File: config.mk
export PLATFORM = sky130hd
export DESIGN_NAME = apb_slave_regs_flat
export DESIGN_NICKNAME = d
export VERILOG_FILES = /design/src/rtl/apb_slave_regs_pkg.sv /design/src/rtl/apb_slave_regs_if.sv /design/src/rtl/apb_reg_bank.sv /design/src/rtl/apb_slave_regs.sv /design/src/flat_wrapper.sv
export SDC_FILE = /design/constraint.sdc
export NUM_CORES = 1
export LEC_CHECK = 0
export BUFFER_PORTS_ARGS = -buffer_cell sky130_fd_sc_hd__buf_2
export CAP_MARGIN = 20
export CORE_MARGIN = 5
export CORE_UTILIZATION = 40
export DETAILED_ROUTE_END_ITERATION = 6
export GPL_TIMING_DRIVEN = 0
export PLACE_DENSITY = 0.52
export SLEW_MARGIN = 0
export SYNTH_ARGS = -nofsm -noshare
export SYNTH_HDL_FRONTEND = slang
export SYNTH_HIERARCHICAL = 1
export SYNTH_SLANG_ARGS = --single-unit
File: constraint.sdc
create_clock -name Hclk -period 6.77 [get_ports Hclk]
set_input_delay 1.0155 -clock Hclk [delete_from_list [all_inputs] [get_ports Hclk]]
set_output_delay 1.0155 -clock Hclk [all_outputs]
set_load 0.05 [all_outputs]
File: src/rtl/apb_slave_regs_pkg.sv
// apb_slave_regs_pkg: shared types, constants and decode helper for the APB register completer.
package apb_slave_regs_pkg;
    localparam int APB_NUM_SLV = 3;
    localparam int APB_NUM_REGS = 8;
    localparam logic [31:0] APB_ERR_RDATA = 32'hDEAD_BEEF;

    typedef enum logic [1:0] {APB_IDLE, APB_SETUP, APB_ACCESS} apb_state_e;

    // Undecodable unless exactly one bank is selected and the address is word aligned.
    function automatic logic bad_decode(input logic [31:0] sel, input logic [1:0] lsb);
        return (sel == '0) || ((sel & (sel - 32'd1)) != '0) || (|lsb);
    endfunction
endpackage

File: src/rtl/apb_slave_regs_if.sv
// apb_slave_regs_if: APB bus between the bridge (master) and the register completer (slave).
interface apb_slave_regs_if
    import apb_slave_regs_pkg::*;
#(
    parameter int NUM_SLV = APB_NUM_SLV
);
    logic [NUM_SLV-1:0] Pselx;
    logic [31:0]        Paddr;
    logic [31:0]        Pwdata;
    logic               Penable;
    logic               Pwrite;
    logic [31:0]        Prdata;

    modport master (output Pselx, Paddr, Pwdata, Penable, Pwrite, input Prdata);
    modport slave (input Pselx, Paddr, Pwdata, Penable, Pwrite, output Prdata);
endinterface

File: src/rtl/apb_reg_bank.sv
// apb_reg_bank: NUM_REGS x 32-bit register file with one write port and a combinational read port.
module apb_reg_bank
    import apb_slave_regs_pkg::*;
#(
    parameter int NUM_REGS = APB_NUM_REGS,
    parameter int IDX_W    = $clog2(NUM_REGS)
) (
    input  logic             Hclk,
    input  logic             Hreset,
    input  logic             we,
    input  logic [IDX_W-1:0] widx,
    input  logic [31:0]      wdata,
    input  logic [IDX_W-1:0] ridx,
    output logic [31:0]      rdata
);
    logic [31:0] mem_q [NUM_REGS];
    logic [31:0] mem_d [NUM_REGS];

    always_comb begin
        mem_d = mem_q;
        if (we) mem_d[widx] = wdata;
    end

    always_ff @(posedge Hclk or negedge Hreset) begin
        if (!Hreset) mem_q <= '{default: '0};
        else mem_q <= mem_d;
    end

    assign rdata = mem_q[ridx];
endmodule

File: src/rtl/apb_slave_regs.sv
// apb_slave_regs: zero-wait APB register completer with per-bank storage, protocol monitor and
// saturating transfer counters.
module apb_slave_regs
    import apb_slave_regs_pkg::*;
#(
    parameter int NUM_SLV  = APB_NUM_SLV,
    parameter int NUM_REGS = APB_NUM_REGS,
    parameter int IDX_W    = $clog2(NUM_REGS),
    parameter int CNT_W    = 16
) (
    input  logic                Hclk,
    input  logic                Hreset,
    apb_slave_regs_if.slave     apb,
    output logic                Perr,
    input  logic                err_clr,
    output logic [CNT_W-1:0]    wr_cnt,
    output logic [CNT_W-1:0]    rd_cnt
);
    localparam logic [CNT_W-1:0] CNT_MAX = '1;

    apb_state_e         state_q, state_d;
    logic [NUM_SLV-1:0] sel_q, sel_d, bank_we;
    logic [31:0]        addr_q, addr_d, wdata_q, wdata_d, rdata_q, rdata_d, rd_mux;
    logic               wr_q, wr_d, perr_q, perr_d;
    logic [CNT_W-1:0]   wr_cnt_q, wr_cnt_d, rd_cnt_q, rd_cnt_d;
    logic               sel, setup, match, bus_bad, ctx_bad, done, commit, err, raw_hit;
    logic [31:0]        bank_rdata [NUM_SLV];

    assign sel     = |apb.Pselx;
    assign setup   = sel & ~apb.Penable;
    assign match   = sel & apb.Penable & (apb.Pselx == sel_q) & (apb.Paddr == addr_q) & (apb.Pwrite == wr_q);
    assign bus_bad = bad_decode(32'(apb.Pselx), apb.Paddr[1:0]);
    assign ctx_bad = bad_decode(32'(sel_q), addr_q[1:0]);

    always_ff @(posedge Hclk or negedge Hreset) begin
        if (!Hreset) state_q <= APB_IDLE;
        else state_q <= state_d;
    end

    // IDLE and ACCESS share exits; only a matching access phase advances SETUP.
    always_comb begin
        state_d = (state_q == APB_SETUP && match) ? APB_ACCESS : setup ? APB_SETUP : APB_IDLE;
    end

    always_comb begin
        done     = (state_q == APB_ACCESS) && !ctx_bad;
        commit   = done && wr_q;
        err      = (state_q == APB_SETUP) ? (!match || ctx_bad) : apb.Penable;
        raw_hit  = commit && (apb.Pselx == sel_q) && (apb.Paddr[IDX_W+1:2] == addr_q[IDX_W+1:2]);
        sel_d    = (state_d == APB_SETUP) ? apb.Pselx : sel_q;
        addr_d   = (state_d == APB_SETUP) ? apb.Paddr : addr_q;
        wr_d     = (state_d == APB_SETUP) ? apb.Pwrite : wr_q;
        // Write data is only stable in the bus access phase, one cycle before the commit edge.
        wdata_d  = (state_d == APB_ACCESS) ? apb.Pwdata : wdata_q;
        rdata_d  = (state_d != APB_SETUP || apb.Pwrite) ? rdata_q :
                   bus_bad ? APB_ERR_RDATA : raw_hit ? wdata_q : rd_mux;
        perr_d   = err | (perr_q & ~err_clr);
        wr_cnt_d = (commit && wr_cnt_q != CNT_MAX) ? wr_cnt_q + 1'b1 : wr_cnt_q;
        rd_cnt_d = (done && !wr_q && rd_cnt_q != CNT_MAX) ? rd_cnt_q + 1'b1 : rd_cnt_q;
        bank_we  = commit ? sel_q : '0;
    end

    always_comb begin
        rd_mux = '0;
        for (int i = 0; i < NUM_SLV; i++) rd_mux = apb.Pselx[i] ? bank_rdata[i] : rd_mux;
    end

    always_ff @(posedge Hclk or negedge Hreset) begin
        if (!Hreset) begin
            sel_q    <= '0;
            addr_q   <= '0;
            wr_q     <= 1'b0;
            wdata_q  <= '0;
            rdata_q  <= '0;
            perr_q   <= 1'b0;
            wr_cnt_q <= '0;
            rd_cnt_q <= '0;
        end else begin
            sel_q    <= sel_d;
            addr_q   <= addr_d;
            wr_q     <= wr_d;
            wdata_q  <= wdata_d;
            rdata_q  <= rdata_d;
            perr_q   <= perr_d;
            wr_cnt_q <= wr_cnt_d;
            rd_cnt_q <= rd_cnt_d;
        end
    end

    for (genvar s = 0; s < NUM_SLV; s++) begin : g_bank
        apb_reg_bank #(.NUM_REGS(NUM_REGS), .IDX_W(IDX_W)) u_bank (
            .Hclk  (Hclk),
            .Hreset(Hreset),
            .we    (bank_we[s]),
            .widx  (addr_q[IDX_W+1:2]),
            .wdata (wdata_q),
            .ridx  (apb.Paddr[IDX_W+1:2]),
            .rdata (bank_rdata[s])
        );
    end

    assign apb.Prdata = rdata_q;
    assign Perr       = perr_q;
    assign wr_cnt     = wr_cnt_q;
    assign rd_cnt     = rd_cnt_q;
endmodule
File: src/flat_wrapper.sv
// flat-port wrapper written by rule: the top's interface ports become plain ports
module apb_slave_regs_flat import apb_slave_regs_pkg::*;
#(
    parameter int NUM_SLV  = APB_NUM_SLV,
    parameter int NUM_REGS = APB_NUM_REGS,
    parameter int IDX_W    = $clog2(NUM_REGS),
    parameter int CNT_W    = 16
)
  (Hclk, Hreset, Perr, err_clr, wr_cnt, rd_cnt, apb_Pselx, apb_Paddr, apb_Pwdata, apb_Penable, apb_Pwrite, apb_Prdata);
  apb_slave_regs_if #(.NUM_SLV(NUM_SLV)) apb_i ();
  input  logic Hclk;
  input  logic Hreset;
  output logic Perr;
  input  logic err_clr;
  output logic [CNT_W-1:0] wr_cnt;
  output logic [CNT_W-1:0] rd_cnt;
  input wire logic [$bits(apb_i.Pselx)-1:0] apb_Pselx;
  input wire logic [$bits(apb_i.Paddr)-1:0] apb_Paddr;
  input wire logic [$bits(apb_i.Pwdata)-1:0] apb_Pwdata;
  input wire logic [$bits(apb_i.Penable)-1:0] apb_Penable;
  input wire logic [$bits(apb_i.Pwrite)-1:0] apb_Pwrite;
  output wire logic [$bits(apb_i.Prdata)-1:0] apb_Prdata;
  assign apb_i.Pselx = apb_Pselx;
  assign apb_i.Paddr = apb_Paddr;
  assign apb_i.Pwdata = apb_Pwdata;
  assign apb_i.Penable = apb_Penable;
  assign apb_i.Pwrite = apb_Pwrite;
  assign apb_Prdata = apb_i.Prdata;
  apb_slave_regs #(.NUM_SLV(NUM_SLV), .NUM_REGS(NUM_REGS), .IDX_W(IDX_W), .CNT_W(CNT_W)) u_core (.Hclk(Hclk), .Hreset(Hreset), .apb(apb_i), .Perr(Perr), .err_clr(err_clr), .wr_cnt(wr_cnt), .rd_cnt(rd_cnt));
endmodule
After elaboration in Yosys (flattened, before gate mapping). Cells that the tools add are included.

Add/sub/neg operators: 4. Order comparisons: 3. Equality and inequality tests: 11. Mux-type cells: 23. Bitwise gates (word level): 13. Reductions and logical operators: 25.

Operator list (count): 256-bit bitwise mux (3); 32-bit two-way mux (12); 32-bit binary-select mux with 3-bit select (3); 32-bit demux with 3-bit select (1); 3-bit by 32-bit bitwise AND with 32-bit output (2); 32-bit nonzero test (2); 16-bit by 1-bit adder with 16-bit output, second input constant (2); 32-bit == test (1); 16-bit != test, second input constant (2); 1-bit logical AND (9); 4-bit greater-or-equal comparator, second input constant (2); 3-bit NOT with 4-bit output (2); 3-bit by 1-bit subtractor with 4-bit output, second input constant (2); 1-bit bitwise AND (6); 3-bit == test (2); 3-bit logical NOT (2); 1-bit logical OR (6); 2-bit by 1-bit == test with 1-bit output, second input constant (2); 2-bit == test, second input constant (2); 4-bit by 1-bit < comparator with 1-bit output, second input constant (1); 2-bit OR reduction (2); 1-bit logical NOT (3); 3-bit two-way mux (1); 3-bit OR reduction (1); 6 further kinds (8).

Register bits: 903. Output and inout port bits: 65.

Logic depth before layout (Yosys ltp).
Word-level depth: 12. Gate-level depth with buffers: 10.

Hierarchy. Netlist, hierarchy kept.

Modules (own cells, without submodules): apb_reg_bank (instances 3, cells each 665, area an instance 11639.9 um2, seq. area each 6406.1 um2); apb_slave_regs (instances 1, cells each 607, area an instance 6759.0 um2, seq. area each 3378.2 um2).

Worst setup path before layout. OpenSTA, ideal clock, no wires.

Path type: flip-flop to flip-flop. Start point: register u_core.sel_q[0]. End point: register u_core/g_bank[0].u_bank/mem_q[161] (netlist name). Setup time: 0.125 ns. Arrival time: 2.628 ns. Setup slack: 4.017 ns. Stages on the path, launching flop included: 11. Buffers on the path: 4. Period minus slack after synthesis: 2.753 ns. Cell sequence: dfrtp_1 > o21ai_0 > o211ai_1 > nor2_1 > clkbuf_1 > and2_1 > buf_2 > nor4bb_1 > clkbuf_2 > buf_4 > mux2_2.

Longest elaborated chain between the ends: 9. Elaborated cells on any way between the ends: 10. Classes of those cells: add/sub: 1; mux: 1; bitwise: 1; reduce/logical: 7.

RTL lines: start, declared (RTL line apb_slave_regs.sv:22) `logic [NUM_SLV-1:0] sel_q, sel_d, bank_we;`; start signal, assigned (RTL line apb_slave_regs.sv:79) `sel_q <= sel_d;`; 3-bit by 1-bit subtractor with 4-bit output (RTL line apb_slave_regs_pkg.sv:11) `return (sel == '0) || ((sel & (sel - 32'd1)) != '0) || (|lsb);`; 3-bit by 32-bit bitwise AND with 32-bit output (RTL line apb_slave_regs_pkg.sv:11); 32-bit nonzero test (RTL line apb_slave_regs_pkg.sv:11); 1-bit logical OR (2 in series) (RTL line apb_slave_regs_pkg.sv:11); 1-bit logical NOT (RTL line apb_slave_regs.sv:46) `done = (state_q == APB_ACCESS) && !ctx_bad;`; 1-bit logical AND (RTL line apb_slave_regs.sv:46); 1-bit logical AND (RTL line apb_slave_regs.sv:47) `commit = done && wr_q;`; 3-bit two-way mux * (RTL line apb_slave_regs.sv:60) `bank_we = commit ? sel_q : '0;`; named net u_core.bank_we[0] (RTL line apb_slave_regs.sv:22); end signal, assigned (RTL line apb_reg_bank.sv:26) `else mem_q <= mem_d;`; end, declared (RTL line apb_reg_bank.sv:16) `logic [31:0] mem_q [NUM_REGS];`.

The timed path passes the listed nets; every way through them passes the cells marked *. A chain may end at the register's enable or synchronous reset.

Final worst setup path.
Start point: register u_core.sel_q[2]. End point: register u_core/g_bank[0].u_bank/mem_q[252] (netlist name).

Longest elaborated chain between the ends: 9. Elaborated cells on any way between the ends: 10. Classes of those cells: add/sub: 1; mux: 1; bitwise: 1; reduce/logical: 7.

RTL lines (RTL line): 3-bit by 1-bit subtractor with 4-bit output (apb_slave_regs_pkg.sv:11); 3-bit by 32-bit bitwise AND with 32-bit output (apb_slave_regs_pkg.sv:11); 32-bit nonzero test (apb_slave_regs_pkg.sv:11); 1-bit logical OR * (2 in series) (apb_slave_regs_pkg.sv:11); 1-bit logical NOT * (apb_slave_regs.sv:46); 1-bit logical AND * (apb_slave_regs.sv:46); 1-bit logical AND * (apb_slave_regs.sv:47); 3-bit two-way mux * (apb_slave_regs.sv:60); named net u_core.bank_we[0] (apb_slave_regs.sv:22).

Marked as above.

==> reports/results.env <==
WORST_SLACK_PS=2480
WORSTPATHARRIVAL_PS=4810
MAX_CLOCK_FREQ_GHz=0.2331
FINAL_LAYOUT_SIZE_SUFFIX_GT1_SHARE_PCT=49.04
SYN-NUM-NETS=2676
FINALMAXSLEWVIOLATIONS=0
PWR-SHARE-COMB_PCT=4.5
VIASPERCELL=5.473
CLK_LATENCY_PS=650
WORST_CLOCK_SKEW_ON_THE_FINAL_LAYOUT_PS=18.46
CONGESTION_OVERFLOW_GR=0
ANT_NETS=0
HPWL_AFTER_DETAILED_PLACEMENT_UM=77070
REGTOREGENDPOINT='u_core/g_bank[0].u_bank/mem_q[252]$_DFFE_PN0P_'
CORE_UM2=103500
RSZ0062_AT_GRT='no'
CRITICAL_PATH.REG2REG.STARTPOINT='u_core/sel_q[2]$_DFFE_PN0N_'
NETS=2920
ENDPOINT='u_core/g_bank[0].u_bank/mem_q[252]$_DFFE_PN0P_'
POST_SYNTH.CELL_AREA_AVG_UM2=16.02
LEAKAGE_nW=23.44
NUMCTSBUFFERS=99
YOSYSWARNINGCOUNT=6
CTS_TREE='done'
SETUP.WORST_PATH.END_CLASS='register'
POST_SYNTH_EDFFS=0
TIGHTEST_SLEW_PS=1147
CTS_NUM_SINKS=903
GLOBAL_ROUTE.USAGE.MET2_PCT=34.06
FIRST_GLOBAL_VIAS=26147
POST_CTS.RESIZED_INSTANCES=0
SYN2LAYOUT_AREA_GROWTH_PCT=14.52
DIE_WIDTH_UM=332.8
YS_SEQ_ELEMENTS=903
FINAL_HOLD_VIOL_COUNT=0
INITIAL_UTILIZATION_PCT=40.27
SETUP_TNS_PS=0
POWER_SWITCHING_SHARE_PCT=22.05
POWER.TOTAL_mW=11.61
SYN_INST_COUNT=2602
CAP_VIOLATIONS=0
SYNTH_TOP_FLOP_CELL='sky130_fd_sc_hd__dfrtp_1'
SYNTH_CELL_TYPES=47
CTS.REPAIR_TIMING.SETUP_BUFFER_COUNT=0
GRT_MAX_DEGREE=128
NETLIST_AREA_UM2=41680
DIE_FOOTPRINT_UM2=110800
SHARE_CLK_OF_TOTAL_POWER_PCT=48.3
MET1_USAGE_PCT=27.10
POWER.INTERNAL_mW=9.052
SWITCHINGPOWER_mW=2.560
SEQUENTIAL_AREA_SHARE_AFTER_SYNTHESIS_PCT=54.22
REQUIRED_PS=7290
CORE.ROWCOUNT=118
GRT_ANTENNA_BEFORE_REPAIR=1
POWERDENSITY_nW_PER_UM2=243.3
WIRE_LENGTH_OF_THE_FIRST_GLOBAL_ROUTING_PASS_UM=169000
HOLD_CRIT_CLASS='input port to async pin'
MAX_SLEW_MARGIN_PCT=23.13
VIA_COUNT=23574
FINALHOLDWORSTSLACK_PS=418.7
LAYOUT_WORST_PATH_CYCLE_SHARE_PCT=63.37
DRT-INITIAL-DRC-COUNT=1479
CTS-HOLD-FIX-BUFFERS=0
WORST_IR_DROP_VDD_mV=0.1916
DIE_HEIGHT_UM=332.8
ROUTED_WIRE_LENGTH_PER_INSTANCE_UM=25.61
POWER_FRAC_SEQ_PCT=47.2
PATH_CLK_SLEW_PS=60
WORST-SETUP-PATH-TYPE='register to register'
CLOCK-ROOT-BUFFER='sky130_fd_sc_hd__clkbuf_16'
FINALWORSTPATHREQUIREDPERIOD_PS=4290
R2R_SLACK_PS=2480
WORST_SETUP_PATH_STARTPOINT='u_core/sel_q[2]$_DFFE_PN0N_'
GLOBAL_ROUTE.USAGE.MET3_PCT=2.690
WORST-R2R-CELL-COUNT=9
GR-MAX-USAGE-LAYER='met2'
CRIT_PATH_MAX_FANOUT=10
DETAIL_ROUTE.FIRST_PASS.ITERATIONS=5
DRCVIOLATIONCOUNT=0
IO_BUFFERS=135
STATUS='completed'
PRE_CTS_WS_PS=2426
ASYNC_RESET_FF_SHARE_PCT=100.0
IO_PINS=137
H-TREE-DEPTH=3
FINALWIRELENGTH_UM=110300
GRT_USE_TOTAL_PCT=19.90
CRIT_START_CATEGORY='register'
CTS_MAX_PATH_BUFFERS=3
GPL.FINAL_WEIGHTED_CONGESTION=0.7901
REPORT.FINAL.SETUP_VIOL=0
## placed cells by master (no fill, tap or decap), types with 3 or more instances in the layout
master,n
sky130_fd_sc_hd__clkbuf_2,9
sky130_fd_sc_hd__a21oi_1,34
sky130_fd_sc_hd__mux4_2,72
sky130_fd_sc_hd__nor4bb_1,9
sky130_fd_sc_hd__bufinv_16,11
sky130_fd_sc_hd__nand4_1,16
sky130_fd_sc_hd__mux2_2,896
sky130_fd_sc_hd__and4_1,3
sky130_fd_sc_hd__buf_2,204
sky130_fd_sc_hd__nor4_1,11
sky130_fd_sc_hd__a22oi_1,32
sky130_fd_sc_hd__o311ai_2,8
sky130_fd_sc_hd__buf_1,10
sky130_fd_sc_hd__clkinv_2,23
sky130_fd_sc_hd__xnor2_1,27
sky130_fd_sc_hd__nor2_1,40
sky130_fd_sc_hd__xor2_1,40
sky130_fd_sc_hd__and3_1,8
sky130_fd_sc_hd__o21ai_0,27
sky130_fd_sc_hd__mux2_1,39
sky130_fd_sc_hd__mux4_1,120
sky130_fd_sc_hd__and2_1,7
sky130_fd_sc_hd__clkbuf_16,103
sky130_fd_sc_hd__clkbuf_1,47
sky130_fd_sc_hd__buf_16,7
sky130_fd_sc_hd__nand2_1,41
sky130_fd_sc_hd__dfrtp_1,903
sky130_fd_sc_hd__nor4b_4,3
sky130_fd_sc_hd__mux2i_1,24
sky130_fd_sc_hd__buf_6,23
sky130_fd_sc_hd__clkbuf_8,24
sky130_fd_sc_hd__nor3_1,4
sky130_fd_sc_hd__nand3_1,26
sky130_fd_sc_hd__nand4b_1,9
sky130_fd_sc_hd__buf_4,42
## power groups by stage
stage | Sequential (mW) | Combinational, mW | Clock [mW]
after floorplan | 5.61 | 0.222 | 0
after global placement | 5.58 | 0.505 | 0
after detailed placement | 5.58 | 0.533 | 0
after CTS | 5.48 | 0.535 | 5.80
after global routing | 5.48 | 0.568 | 6.01
final | 5.48 | 0.517 | 5.61
## worst min path at each step
stage	start	endpoint	slack, ps	depth (start not counted)
2_1_floorplan	u_core/g_bank[0].u_bank/mem_q[110]$_DFFE_PN0P_	u_core/g_bank[0].u_bank/mem_q[110]$_DFFE_PN0P_	450	1
3_3_place_gp	u_core/g_bank[0].u_bank/mem_q[112]$_DFFE_PN0P_	u_core/g_bank[0].u_bank/mem_q[112]$_DFFE_PN0P_	460	1
3_5_place_dp	u_core/g_bank[1].u_bank/mem_q[251]$_DFFE_PN0P_	u_core/g_bank[1].u_bank/mem_q[251]$_DFFE_PN0P_	470	1
4_1_cts	Hreset	u_core/g_bank[2].u_bank/mem_q[62]$_DFFE_PN0P_	430	1
5_1_grt	Hreset	u_core/g_bank[2].u_bank/mem_q[183]$_DFFE_PN0P_	470	1
6_report	Hreset	u_core/g_bank[2].u_bank/mem_q[23]$_DFFE_PN0P_	420	1
## worst max-delay path, cell delays in order (launching register included)
cell and delay [ps]:
sky130_fd_sc_hd__dfrtp_1 450, sky130_fd_sc_hd__o21ai_0 240, sky130_fd_sc_hd__o211ai_1 200, sky130_fd_sc_hd__nor2_1 770
sky130_fd_sc_hd__clkbuf_1 590, sky130_fd_sc_hd__and2_1 410, sky130_fd_sc_hd__buf_2 240, sky130_fd_sc_hd__nor4b_4 520
sky130_fd_sc_hd__buf_4 370, sky130_fd_sc_hd__mux2_2 370
## final cells by class
class / count / area, µm²
buffer: 182 / 1111
tap: 1380 / 1727
inverter: 2 / 7.507
clock buffer: 145 / 2975
antenna: 1 / 2.502
multi-input combinational: 1515 / 17960
sequential: 903 / 22600
clock inverter: 36 / 465.4
timing repair buffer: 143 / 883.3
fill: 9028 / 55760
## through the flow
stage	instance area (µm²)	instances	utilization, %
finish	47730	4307	46.12
global route	47730	4306	46.12
CTS	47730	4306	46.12
detailed placement	44290	4125	42.79
global placement	44080	4117	42.59
floorplan	41680	2602	-
## cells in the mapped netlist (all sizes together) (4+ instances only)
library cell / instances / area share, %
o21ai: 27 / 0.32
mux2i: 24 / 0.58
nand4: 16 / 0.24
nor2: 40 / 0.36
nor4: 12 / 0.20
nor4b: 4 / 0.21
nor3: 6 / 0.096
a22oi: 32 / 0.58
nand2: 41 / 0.37
buf: 144 / 2.3
xnor2: 27 / 0.57
mux4: 192 / 11
xor2: 40 / 0.84
clkbuf: 38 / 0.37
and2: 7 / 0.11
nand4b: 9 / 0.19
nand3: 26 / 0.31
a21oi: 34 / 0.41
mux2: 935 / 25
o311ai: 8 / 0.31
nor4bb: 9 / 0.22
and3: 8 / 0.12
dfrtp: 903 / 54
## metal layers
layer | wire length (µm) | up-vias
met2 | 54710 | 384
met5 | 0 | -
met4 | 2150 | 0
met3 | 3724 | 112
met1 | 49730 | 12723
li1 | - | 10355
## registers in the layout (all words and copies together), names as in the netlist
signal,cells
u_core/state_q,2
u_core/wdata_q,32
u_core/g_bank.u_bank/mem_q,768
u_core/wr_q,1
u_core/wr_cnt,16
u_core/sel_q,3
u_core/addr_q,32
u_core/apb.Prdata,32
u_core/Perr,1
u_core/rd_cnt,16
## kinds of logic after synthesis
| logic type | share of synthesized area (%) |
|---|---|
| multiplexers | 37.29 |
| buffers and inverters | 2.684 |
| AND/OR/NAND/NOR | 2.621 |
| flip-flops | 54.22 |
| adder cells (fa/ha/maj) | 0.06003 |
| XOR/XNOR | 1.408 |
| AO/OA/AOI/OAI | 1.717 |
No activity file was read; power rests on OpenSTA's default activity.
